**config.mk**
```make
export PLATFORM = sky130hd
export DESIGN_NAME = register_file_mp
export DESIGN_NICKNAME = d
export VERILOG_FILES = /design/src/rtl/rf_pkg.sv /design/src/rtl/register_file_rd_port.sv /design/src/rtl/register_file_mp.sv
export SDC_FILE = /design/constraint.sdc
export NUM_CORES = 1
export LEC_CHECK = 0
export ABC_AREA = 0
export BUFFER_PORTS_ARGS = -buffer_cell sky130_fd_sc_hd__buf_4
export CORE_UTILIZATION = 61
export CTS_CLUSTER_DIAMETER = 30
export CTS_CLUSTER_SIZE = 16
export DETAILED_ROUTE_END_ITERATION = 8
export PLACE_DENSITY = 0.81
export SLEW_MARGIN = 5
export SYNTH_ARGS = -nofsm -noshare
export SYNTH_HDL_FRONTEND = slang
export SYNTH_SLANG_ARGS = --single-unit
```
**constraint.sdc**
```tcl
create_clock -name clk -period 12.1 [get_ports clk]
set_input_delay 1.21 -clock clk [delete_from_list [all_inputs] [get_ports clk]]
set_output_delay 1.21 -clock clk [all_outputs]
set_load 0.05 [all_outputs]
```
**src/rtl/rf_pkg.sv**
```systemverilog
// rf_pkg: shared types, byte-addressing constants and the write-merge helper for register_file_mp.
package rf_pkg;
  localparam int NUM_REGS_DEF = 8;
  typedef logic [$clog2(NUM_REGS_DEF)-1:0] reg_idx_t;
  localparam int BYTE_HI_BIT = 2;
  localparam logic [2:0] BYTE_REG_MASK = 3'b011;
  localparam int MAX_WIDTH = 64;
  typedef logic [MAX_WIDTH-1:0] word_t;
  function automatic word_t merge_write(word_t old, word_t wv, logic is8, logic hi);
    word_t m;
    m = old;
    if (!is8) return wv;
    if (hi) m[15:8] = wv[7:0];
    else m[7:0] = wv[7:0];
    return m;
  endfunction
endpackage

```
**src/rtl/register_file_rd_port.sv**
```systemverilog
// register_file_rd_port: one registered read port; selects from the post-write array and extracts bytes.
module register_file_rd_port
  import rf_pkg::*;
#(
  parameter int NUM_REGS = 8,
  parameter int WIDTH = 16,
  parameter int SW = 3
) (
  input  logic                           clk,
  input  logic                           reset,
  input  logic [NUM_REGS-1:0][WIDTH-1:0] nxt,
  input  logic [NUM_REGS-1:0]            busy_nxt,
  input  logic [SW-1:0]                  sel,
  input  logic                           is_8_bit,
  output logic [WIDTH-1:0]               val,
  output logic                           busy
);
  localparam int IW = $clog2(NUM_REGS);
  logic [IW-1:0] idx;
  logic [WIDTH-1:0] w, val_d;
  logic [7:0] byte_v;
  always_comb begin
    idx = is_8_bit ? IW'(sel[2:0] & BYTE_REG_MASK) : sel[IW-1:0];
    w = nxt[idx];
    byte_v = sel[BYTE_HI_BIT] ? w[15:8] : w[7:0];
    val_d = is_8_bit ? WIDTH'(byte_v) : w;
  end
  always_ff @(posedge clk or posedge reset) begin
    if (reset) begin
      val <= '0;
      busy <= 1'b0;
    end else begin
      val <= val_d;
      busy <= busy_nxt[idx];
    end
  end
endmodule

```
**src/rtl/register_file_mp.sv**
```systemverilog
// register_file_mp: multi-read-port GPR file with byte access, write-first bypass and
// optional busy scoreboard (enabled by RF_SCOREBOARD_EN).
module register_file_mp
  import rf_pkg::*;
#(
  parameter int NUM_REGS = 8,
  parameter int WIDTH = 16,
  parameter int NUM_RD_PORTS = 2,
  localparam int IW = $clog2(NUM_REGS),
  localparam int SW = (IW < 3) ? 3 : IW
) (
  input  logic                               clk,
  input  logic                               reset,
  input  logic [NUM_RD_PORTS-1:0][SW-1:0]    rd_sel,
  input  logic [NUM_RD_PORTS-1:0]            rd_is_8_bit,
  output logic [NUM_RD_PORTS-1:0][WIDTH-1:0] rd_val,
  output logic [NUM_RD_PORTS-1:0]            rd_busy,
  input  logic [SW-1:0]                      wr_sel,
  input  logic                               wr_is_8_bit,
  input  logic [WIDTH-1:0]                   wr_val,
  input  logic                               wr_en,
  input  logic                               reserve_en,
  input  logic [SW-1:0]                      reserve_sel,
  input  logic                               flush
);
  logic [NUM_REGS-1:0][WIDTH-1:0] regs, nxt;
  logic [NUM_REGS-1:0] busy_nxt;
  logic [IW-1:0] wr_idx;
  always_comb begin
    wr_idx = wr_is_8_bit ? IW'(wr_sel[2:0] & BYTE_REG_MASK) : wr_sel[IW-1:0];
    for (int i = 0; i < NUM_REGS; i++)
      nxt[i] = (wr_en && wr_idx == IW'(i))
        ? WIDTH'(merge_write(word_t'(regs[i]), word_t'(wr_val), wr_is_8_bit, wr_sel[BYTE_HI_BIT]))
        : regs[i];
  end
  always_ff @(posedge clk or posedge reset) begin
    if (reset) regs <= '0;
    else regs <= nxt;
  end
`ifdef RF_SCOREBOARD_EN
  logic [NUM_REGS-1:0] busy;
  // reserve is ORed after the write clear so a same-cycle reserve wins
  always_comb
    busy_nxt = flush ? '0
      : (busy & ~(wr_en ? (NUM_REGS'(1) << wr_idx) : '0))
        | (reserve_en ? (NUM_REGS'(1) << reserve_sel[IW-1:0]) : '0);
  always_ff @(posedge clk or posedge reset) begin
    if (reset) busy <= '0;
    else busy <= busy_nxt;
  end
`else
  logic unused_sb;
  assign unused_sb = ^{reserve_en, reserve_sel, flush};
  assign busy_nxt = '0;
`endif
  genvar p;
  generate
    for (p = 0; p < NUM_RD_PORTS; p++) begin : g_rd
      register_file_rd_port #(.NUM_REGS(NUM_REGS), .WIDTH(WIDTH), .SW(SW)) u_rd (
        .clk(clk),
        .reset(reset),
        .nxt(nxt),
        .busy_nxt(busy_nxt),
        .sel(rd_sel[p]),
        .is_8_bit(rd_is_8_bit[p]),
        .val(rd_val[p]),
        .busy(rd_busy[p])
      );
    end
  endgenerate
endmodule

```
### After elaboration in Yosys (flattened, before gate mapping)

Memories as Yosys holds them, arrays and structs flattened. A register that Yosys moved wholly into a read port is not among the register bits.
Cells that the tools add are included.

* memories kept: 2
* word-level logic and storage cells: 73
* output and inout port bits: 34
* memory bits (read-only): 16
* bits in registers: 160
* input bits: 36

* mux-type cells: 43
* magnitude comparators: 2
* reductions and logical operators: 9
* equal/unequal tests: 7

Memories
* (name not given): words 8, width 1, rd ports 1, clocked after memory_dff 1, write ports 0, line register_file_rd_port.sv:34 `busy <= busy_nxt[idx];`
* (name not given): words 8, width 1, rd ports 1, clocked after memory_dff 1, write ports 0, line register_file_rd_port.sv:34

Operator list (number)
* 16-bit 2-to-1 mux: 20
* 8-bit 2-to-1 mux: 18
* 16-bit binary-select mux with 3-bit select: 2
* 3-bit == test, second input constant: 4
* 3-bit 2-to-1 mux: 3
* 1-bit logical AND: 8
* 3-bit by 4-bit < comparator with 1-bit output, second input constant: 2
* 3-bit by 2-bit == test with 1-bit output, second input constant: 2
* 3-bit by 1-bit == test with 1-bit output, second input constant: 1
* 3-bit logical NOT: 1

### Logic depth before layout (Yosys ltp)

Gate-level depths: netlist (run 1).

* depth after elaboration: 8
* gate-level depth with buffers: 8
* depth with buffers taken out: 5

### Hierarchy

Synthesis (run 1) repeated with hierarchy kept, for this count alone.

* cells, all modules: 615
* area, all modules: 8597.0 um^2

Modules (own cells, without submodules)
* register_file_mp: area an instance 5068.6 um^2, cells an instance 323, times used 1, seq. area each 3203.1 um^2
* register_file_rd_port: area an instance 1764.2 um^2, cells an instance 146, times used 2, seq. area each 425.4 um^2

### Worst setup path before layout (run 1)

OpenSTA, ideal clock, no wires.

* path type: input port to flip-flop
* from: input wr_is_8_bit
* to: register g_rd[0].u_rd.val[14]
* required time: 11.959 ns
* setup time: 0.141 ns
* arrival: 2.481 ns
* cell stages on the path: 8
* setup slack: 9.478 ns
* path through: buf_4 -> nand2b_1 -> buf_4 -> nor2_2 -> buf_4 -> a211oi_1 -> nor4_1 -> o22ai_1

* word-level cells in the longest chain between the ends: 7
* elaborated cells between the ends (all ways): 36
* classes of those cells: 7 x eq/ne; 20 x mux; 9 x reduce/logical

Ends and longest elaborated chain
* start: declaration: line register_file_mp.sv:19 `input logic wr_is_8_bit,`
* 3-bit 2-to-1 mux: line register_file_mp.sv:30 `wr_idx = wr_is_8_bit ? IW'(wr_sel[2:0] & BYTE_REG_MASK) : wr_sel[IW-1:0];`
* 3-bit by 1-bit == test with 1-bit output, or another cell as far along: line register_file_mp.sv:32 `nxt[i] = (wr_en && wr_idx == IW'(i))`
* 1-bit logical AND: line register_file_mp.sv:32
* 16-bit 2-to-1 mux: line register_file_mp.sv:33 `? WIDTH'(merge_write(word_t'(regs[i]), word_t'(wr_val), wr_is_8_bit, wr_sel[BYTE_HI_BIT]))`
* 16-bit binary-select mux with 3-bit select *: line register_file_rd_port.sv:24 `w = nxt[idx];`
* 16-bit 2-to-1 mux (implied by the code) *: line register_file_rd_port.sv:24
* 16-bit 2-to-1 mux *: line register_file_rd_port.sv:26 `val_d = is_8_bit ? WIDTH'(byte_v) : w;`
* net g_rd[0].u_rd.val_d[14]: line register_file_rd_port.sv:20 `logic [WIDTH-1:0] w, val_d;`
* end signal: assignment: line register_file_rd_port.sv:33 `val <= val_d;`
* end: declaration: line register_file_rd_port.sv:15 `output logic [WIDTH-1:0] val,`

Mark *: on every way through the listed nets, which the timed path passes. The rest lies on a longest branch. The select of a mux whose other input is x is not followed.

### Worst setup path in the final report (run 1)

* from: input wr_sel[1]
* to: register g_rd[0].u_rd.val[14]

* word-level cells in the longest chain between the ends: 7
* elaborated cells between the ends (all ways): 28
* classes of those cells: 7 x eq/ne; 12 x mux; 9 x reduce/logical

Ends and longest elaborated chain
* start: declaration: line register_file_mp.sv:18 `input logic [SW-1:0] wr_sel,`
* 3-bit 2-to-1 mux *: line register_file_mp.sv:30
* 3-bit by 1-bit == test with 1-bit output, or another cell as far along: line register_file_mp.sv:32
* 1-bit logical AND: line register_file_mp.sv:32
* 16-bit 2-to-1 mux: line register_file_mp.sv:33
* 16-bit binary-select mux with 3-bit select *: line register_file_rd_port.sv:24
* 16-bit 2-to-1 mux (implied by the code) *: line register_file_rd_port.sv:24
* 16-bit 2-to-1 mux *: line register_file_rd_port.sv:26
* net g_rd[0].u_rd.val_d[14]: line register_file_rd_port.sv:20

Marked as above.

==> reports/results.tsv, run 1 <==
stage	metric	value	unit
cells_and_area	commonest cells after routing, fill and taps aside	dfrtp_1 (160), buf_4 (83), a21oi_1 (73)	
synthesis	mux cell area share after synthesis	6.56	%
sta	Hold Fails Final Rpt	0	
setup_path	Worst R2R Setup Slack	10.32	ns
synthesis	Mapped Area	9010	um^2
clock_tree	CTS tree	done	
setup_path	slowest stage cell, crit path	nor3b_2	
power_and_ir_drop	Max IR drop VDD	0.110	mV
sta	Fmax	0.272	GHz
sta	Setup TNS Final	0	ns
flow_run	maxcap violations	0	
synthesis	Async SR Flop Fraction	100	%
setup_path	CP top delay family	simple AND/OR/NAND/NOR gates	
synthesis	Post-Synth XOR/XNOR Area	0.542	%
power_and_ir_drop	NetSw	0.000572	W
global_route	Global Route Usage Sum	37.8	%
synthesis	synth unique cells	50	
place	dpl ws	8.22	ns
clock_tree	CTS root buf	clkbuf_16	
synthesis	Mapped Avg Cell Area	9.88	um^2
clock_tree	Post-CTS Repair Setup Buffers	0	
drt	initial DRC count	1146	
power_and_ir_drop	Power Density	171	nW/um^2
setup_path	critical path startpoint category	primary input	
cells_and_area	P&R area growth vs syn	10.7	%
place	number of port buffers	62	
setup_path	CP endpoint kind	flip-flop	
power_and_ir_drop	Clk pwr share	32.9	%
sta	max_slew headroom	21.2	%
cells_and_area	Final #Nets	944	
floorplan	die footprint	15300	um^2
floorplan	Row Count	44	
synthesis	Area contributors post-synth	dfrtp_1 (44%), o211ai_1 (5.3%), a211oi_1 (4.2%)	
floorplan	DIE WIDTH	124	um
power_and_ir_drop	leakage power total	4.07	nW
place	RePlAce Congestion	0.924	
synthesis	Ys Warns	0	
setup_path	CP max stage delay	0.80	ns
power_and_ir_drop	Gate power share	26.4	%
synthesis	Post-Syn Instances	912	
clock_tree	cts repair resizes	0	
sta	Least-Margin Pin Slew	1.18	ns
power_and_ir_drop	Pint	0.00113	W
clock_tree	Clock Path Buffers	2	
sta	RSZ-0062 raised after global routing	false	
global_route	first-pass GRT wire length	41700	um
clock_tree	hold buffer count at cts	0	
power_and_ir_drop	share of power burned in registers	40.7	%
setup_path	CP Buf/Inv Count	1	
sta	final setup margin	8.42	ns
drt	Post-route DRC	0	
setup_path	R2R Path Start	regs[72]	
min_path	Min-Delay Startpoint	regs[34]	
setup_path	FF-to-FF path depth	4	
clock_tree	H-tree Lvls	4	
floorplan	core footprint	14500	um^2
drt	Vias/cell	7.27	
drt	post-route ant nets	0	
clock_tree	CTS Buf Count	17	
synthesis	Synth Area in Adders	0	%
global_route	initial antenna violation count	1	
setup_path	Arr. time, crit path	3.99	ns
floorplan	I/O pins	70	
synthesis	combinational family with the most area after synthesis	compound AO/OA/AOI/OAI gates	
setup_path	FF-to-FF End	g_rd[1].u_rd.val[8]	
drt	Via Count	8042	
setup_path	worst-path cell chain	buf_4, nor3b_2, nand2_1, o211ai_1, nand4_1, o22ai_1	
global_route	grt total ovfl	0	
synthesis	area fraction of the dominant cell type after synthesis	44.4	%
cells_and_area	most common cell after layout, fill and taps aside	dfrtp_1	
sta	Clock Skew	0.00686	ns
sta	Hold WS	0.502	ns
min_path	Hold/Removal Path Class	reg2reg	
outcome	status	finished, final reports clean	
synthesis	Simple-Gate Fraction of Synth Area	9.54	%
drt	DR WL/cell	24.9	um
global_route	vias in the first global route	7386	
sta	Final Max Slew Viols	0	
synthesis	largest area contributor in the netlist	dfrtp_1	
clock_tree	worst-skew pair later-pin latency	0.44	ns
synthesis	post-synthesis sequential area ratio	44.4	%
cells_and_area	share of cells above drive strength 1	23.1	%
synthesis	Post-synth EDFFs	0	
min_path	Hold Crit Depth	2	
sta	# setup viols final	0	
synthesis	Compound-Gate Fraction of Synth Area	31.1	%
setup_path	Critical Path RT	12.41	ns
min_path	Hold EP	regs[34]	
synthesis	Yosys reg bits	160	
power_and_ir_drop	Switching Share	33.6	%
setup_path	CP Max Fanout	24	
global_route	largest net degree at the start of global routing	93	
drt	drt pass-1 iters	6	
floorplan	initial core utilization	62.2	%
place	Post-DP HPWL	17100	um
sta	minimum clock period after layout	3.68	ns
drt	final WL	27500	um
floorplan	Die Span Y	124	um
clock_tree	CTS clk-pin slew, worst paths	0.06	ns
sta	Final Cycle Share	30.4	%
clock_tree	Sink Count	160	
synthesis	main flop type after synthesis	dfrtp_1	
setup_path	Setup CP Type	in2reg	
stage by stage:
stage	cells	power (W)	cell area, um^2	utilization [%]
2_1_floorplan	913	0.00101	9010	-
5_1_grt	1105	0.00177	9970	68.8
6_report	1106	0.00170	9970	68.9
3_5_place_dp	1073	0.00114	9360	64.6
4_1_cts	1105	0.00169	9970	68.8
3_3_place_gp	1073	0.00112	9360	64.6
synth_stat cells (15+ instances only):
library cell,count
mux2_2,24
a22oi_1,32
buf_2,39
a211oi_1,50
a211oi_2,16
inv_1,41
o211ai_1,64
a31oi_1,40
mux2i_1,32
nand4_1,16
clkbuf_1,34
nor3_1,30
buf_4,16
a21oi_1,73
nand2_1,15
o21ai_0,70
dfrtp_1,160
nor4_1,16
o221a_2,30
o22ai_1,16
layer usage:
metal / GRT usage [%] / vias up / routed length, um
met1: 51.1 / 3883 / 10800
met2: 54.8 / 546 / 12300
met5: 1.39 / - / 0
met3: 10.3 / 110 / 3120
met4: 20.6 / 0 / 1320
li1: - / 3503 / -
worst min-delay path, delay by kind of cell (launching register included):
family   cells  cell delay [ns]
flops        1             0.32
mux          1             0.09
buf+inv      1             0.06
power by group through the flow:
stage	combinational [W]	sequential [W]	clock, W
floorplan	0.000266	0.000745	0
global placement	0.000425	0.000695	0
detailed placement	0.000435	0.000700	0
CTS	0.000439	0.000692	0.000562
global route	0.000482	0.000703	0.000584
finish	0.000450	0.000694	0.000560
sequential cells by signal, summed over array words and instances (netlist names):
name           flops
g_rd.u_rd.val     32
regs             128
worst max-delay path by stage:
stage / start / end / slack, ns / cells after the start
2_1_floorplan: reset / g_rd[0].u_rd.val[0] / 6.57 / 1
3_3_place_gp: wr_sel[0] / g_rd[0].u_rd.val[4] / 8.24 / 6
3_5_place_dp: wr_sel[0] / g_rd[0].u_rd.val[5] / 8.22 / 6
4_1_cts: wr_is_8_bit / g_rd[1].u_rd.val[10] / 8.65 / 6
5_1_grt: wr_is_8_bit / g_rd[1].u_rd.val[8] / 8.34 / 6
6_report: wr_sel[1] / g_rd[0].u_rd.val[14] / 8.42 / 6
logic make-up (layout without fill, tap and decap cells):
logic type,Yosys count,in the layout
other,1,3
muxes,56,56
xor gates and xnor gates,3,3
buffers and inverters,150,158
AOI/OAI and AO/OA,403,403
DFF,160,160
and+or+nand+nor,139,139
final cells by class:
type	count	area [um^2]
fillers	1111	4510
multi-input cells	603	4330
flip-flops and latches	160	4000
repair buffers	83	623
clock buffers	19	453
well taps	184	230
inverters	43	166
clock inverters	13	160
diodes	1	2.50
Note: power is estimated with default switching activity, not from simulation.
==> run 2, diff against run 1 <==
--- a/config.mk
+++ b/config.mk
@@ -7,11 +7,11 @@
 export LEC_CHECK = 0
 export ABC_AREA = 0
 export BUFFER_PORTS_ARGS = -buffer_cell sky130_fd_sc_hd__buf_4
-export CORE_UTILIZATION = 61
+export CORE_UTILIZATION = 55
 export CTS_CLUSTER_DIAMETER = 30
 export CTS_CLUSTER_SIZE = 16
 export DETAILED_ROUTE_END_ITERATION = 8
-export PLACE_DENSITY = 0.81
+export PLACE_DENSITY = 0.77
 export SLEW_MARGIN = 5
 export SYNTH_ARGS = -nofsm -noshare
 export SYNTH_HDL_FRONTEND = slang
==> constraint.sdc (replaced) <==
create_clock -name clk -period 3.1 [get_ports clk]
set_input_delay 0.31 -clock clk [delete_from_list [all_inputs] [get_ports clk]]
set_output_delay 0.31 -clock clk [all_outputs]
set_load 0.05 [all_outputs]
==> run 2 against run 1 <==
Setup slack lost 7.9 ns. Hold slack lost 0.37 ns. Critical path depth is the same. Die area grew 11%.
==> reports/results.tsv, run 2 (same netlist as run 1, synthesis figures left out) <==
stage	metric	value	unit
setup_path	Setup CP Type	in2reg	
min_path	Hold/Removal Path Class	in2reg	
clock_tree	CTS clk-pin slew, worst paths	0.06	ns
drt	drt pass-1 iters	7	
floorplan	Die Span Y	130	um
clock_tree	Clock Path Buffers	2	
sta	Final Cycle Share	81.8	%
power_and_ir_drop	Max IR drop VDD	0.448	mV
cells_and_area	share of cells above drive strength 1	24.1	%
clock_tree	cts repair resizes	0	
cells_and_area	top flop regs	regs (128), g_rd.u_rd.val (32)	
global_route	first-pass GRT wire length	43200	um
setup_path	worst-path cell chain	buf_4, nand2b_1, nor2_4, a211oi_1, nor4_1, o22ai_1	
cells_and_area	Final #Nets	960	
sta	Setup TNS Final	0	ns
setup_path	slowest stage cell, crit path	nor4_1	
clock_tree	Sink Count	160	
setup_path	Worst R2R Setup Slack	1.17	ns
sta	Hold Fails Final Rpt	0	
outcome	status	finished, final reports clean	
flow_run	maxcap violations	0	
place	placed cell count	1120	
drt	DR WL/cell	24.2	um
floorplan	I/O pins	70	
min_path	Hold EP	regs[121]	
power_and_ir_drop	total power	0.00681	W
setup_path	R2R Path Start	regs[90]	
place	RePlAce Congestion	0.931	
setup_path	Critical Path RT	3.35	ns
global_route	initial antenna violation count	0	
setup_path	CP top delay family	simple AND/OR/NAND/NOR gates	
global_route	Global Route Usage Sum	34.8	%
setup_path	FF-to-FF path depth	4	
place	Post-DP HPWL	18000	um
clock_tree	CTS tree	done	
clock_tree	worst-skew pair later-pin latency	0.44	ns
drt	post-route ant nets	0	
global_route	grt total ovfl	0	
setup_path	CP Max Fanout	21	
cells_and_area	Finished Layout Cells	1152	
floorplan	initial core utilization	56.5	%
setup_path	CP max stage delay	0.74	ns
cells_and_area	max reg flops	128	
sta	Clock Skew	0.00958	ns
cells_and_area	P&R area growth vs syn	13.2	%
cells_and_area	Largest Register	regs	
sta	minimum clock period after layout	2.54	ns
power_and_ir_drop	Power Density	668	nW/um^2
setup_path	FF-to-FF End	g_rd[1].u_rd.val[10]	
clock_tree	CTS root buf	clkbuf_16	
sta	# setup viols final	0	
cells_and_area	commonest cells after routing, fill and taps aside	dfrtp_1 (160), buf_4 (96), a21oi_1 (73)	
sta	RSZ-0062 raised after global routing	false	
global_route	largest net degree at the start of global routing	67	
floorplan	die footprint	16900	um^2
drt	Post-route DRC	0	
floorplan	DIE WIDTH	130	um
cells_and_area	most common cell after layout, fill and taps aside	dfrtp_1	
sta	Hold WS	0.133	ns
min_path	Hold Crit Depth	3	
setup_path	Arr. time, crit path	2.78	ns
global_route	vias in the first global route	7683	
floorplan	Row Count	46	
setup_path	CP Buf/Inv Count	1	
drt	Via Count	8061	
setup_path	critical path startpoint category	primary input	
sta	Fmax	0.394	GHz
floorplan	core footprint	15900	um^2
sta	Final Max Slew Viols	0	
clock_tree	H-tree Lvls	4	
cells_and_area	antenna cells	0	
sta	max_slew headroom	40.0	%
place	number of port buffers	62	
min_path	Min-Delay Startpoint	wr_val[9]	
drt	final WL	27800	um
power_and_ir_drop	leakage power total	4.18	nW
clock_tree	CTS Buf Count	17	
setup_path	CP endpoint kind	flip-flop	
sta	Least-Margin Pin Slew	0.896	ns
drt	initial DRC count	1131	
drt	Vias/cell	7.00	
==> run 2: changes by cell type in the layout (fill, tap and decap cells not counted), sizes merged <==
cell         change
clkbuf           +2
buf             +15
diode            -1
bufinv           +2
clkinvlp         -1
dlygate4sd3      +1
clkinv           -1
inv              -3
==> run 2: timing repair <==
item / 4_1_cts / 5_1_grt
setup buffers: 0 / 0
hold buffers: 1 / 0
endpoints found under the hold margin: 20 / 0
==> run 2: metal layers <==
metal  up-vias  track usage (%)  share of wire (%)
li1       3525                -                  -
met1      3836             46.8                 39
met2       583             50.5                 44
met3       117             10.0                 12
met4         0             19.6                5.6
met5         -                0                  0
==> run 2: stage by stage <==
step	worst slack, ns	util, %	area [um^2]
global route	0.581	63.9	10200
finish	0.564	63.9	10200
detailed placement	0.504	59.8	9530
floorplan	0.761	-	9020
global placement	0.568	59.8	9530
CTS	0.942	63.9	10200
==> run 2: report_power, final <==
part	total, W	switching (W)	internal [W]
clock network	0.00232	0.000838	0.00149
logic	0.00178	0.00119	0.000592
registers	0.00271	0.000179	0.00253
total	0.00681	0.00221	0.00461
==> run 2: layout make-up <==
cell class	count	area (um^2)
sequential	160	4000
inverter	43	165
clock buffer	21	470
timing repair buffer	99	771
tap	216	270
multi-input combinational	603	4330
clock inverter	10	183
fill	1247	5750
==> run 2: worst max-delay path by stage <==
stage,startpoint,slack [ns],cells after the start,to
after floorplan,reset,0.76,1,g_rd[0].u_rd.val[0]
final,wr_is_8_bit,0.56,6,g_rd[1].u_rd.val[10]
after global placement,wr_is_8_bit,0.57,6,g_rd[0].u_rd.val[5]
after global routing,wr_is_8_bit,0.58,6,g_rd[1].u_rd.val[10]
after detailed placement,wr_is_8_bit,0.50,6,g_rd[1].u_rd.val[1]
after CTS,wr_is_8_bit,0.94,6,g_rd[0].u_rd.val[5]
==> run 2: worst register-to-register path, delay by kind of cell (launching register included) <==
kind,cells,cell delay (ns)
compound gates,3,0.59
simple gates,1,0.78
flops,1,0.37
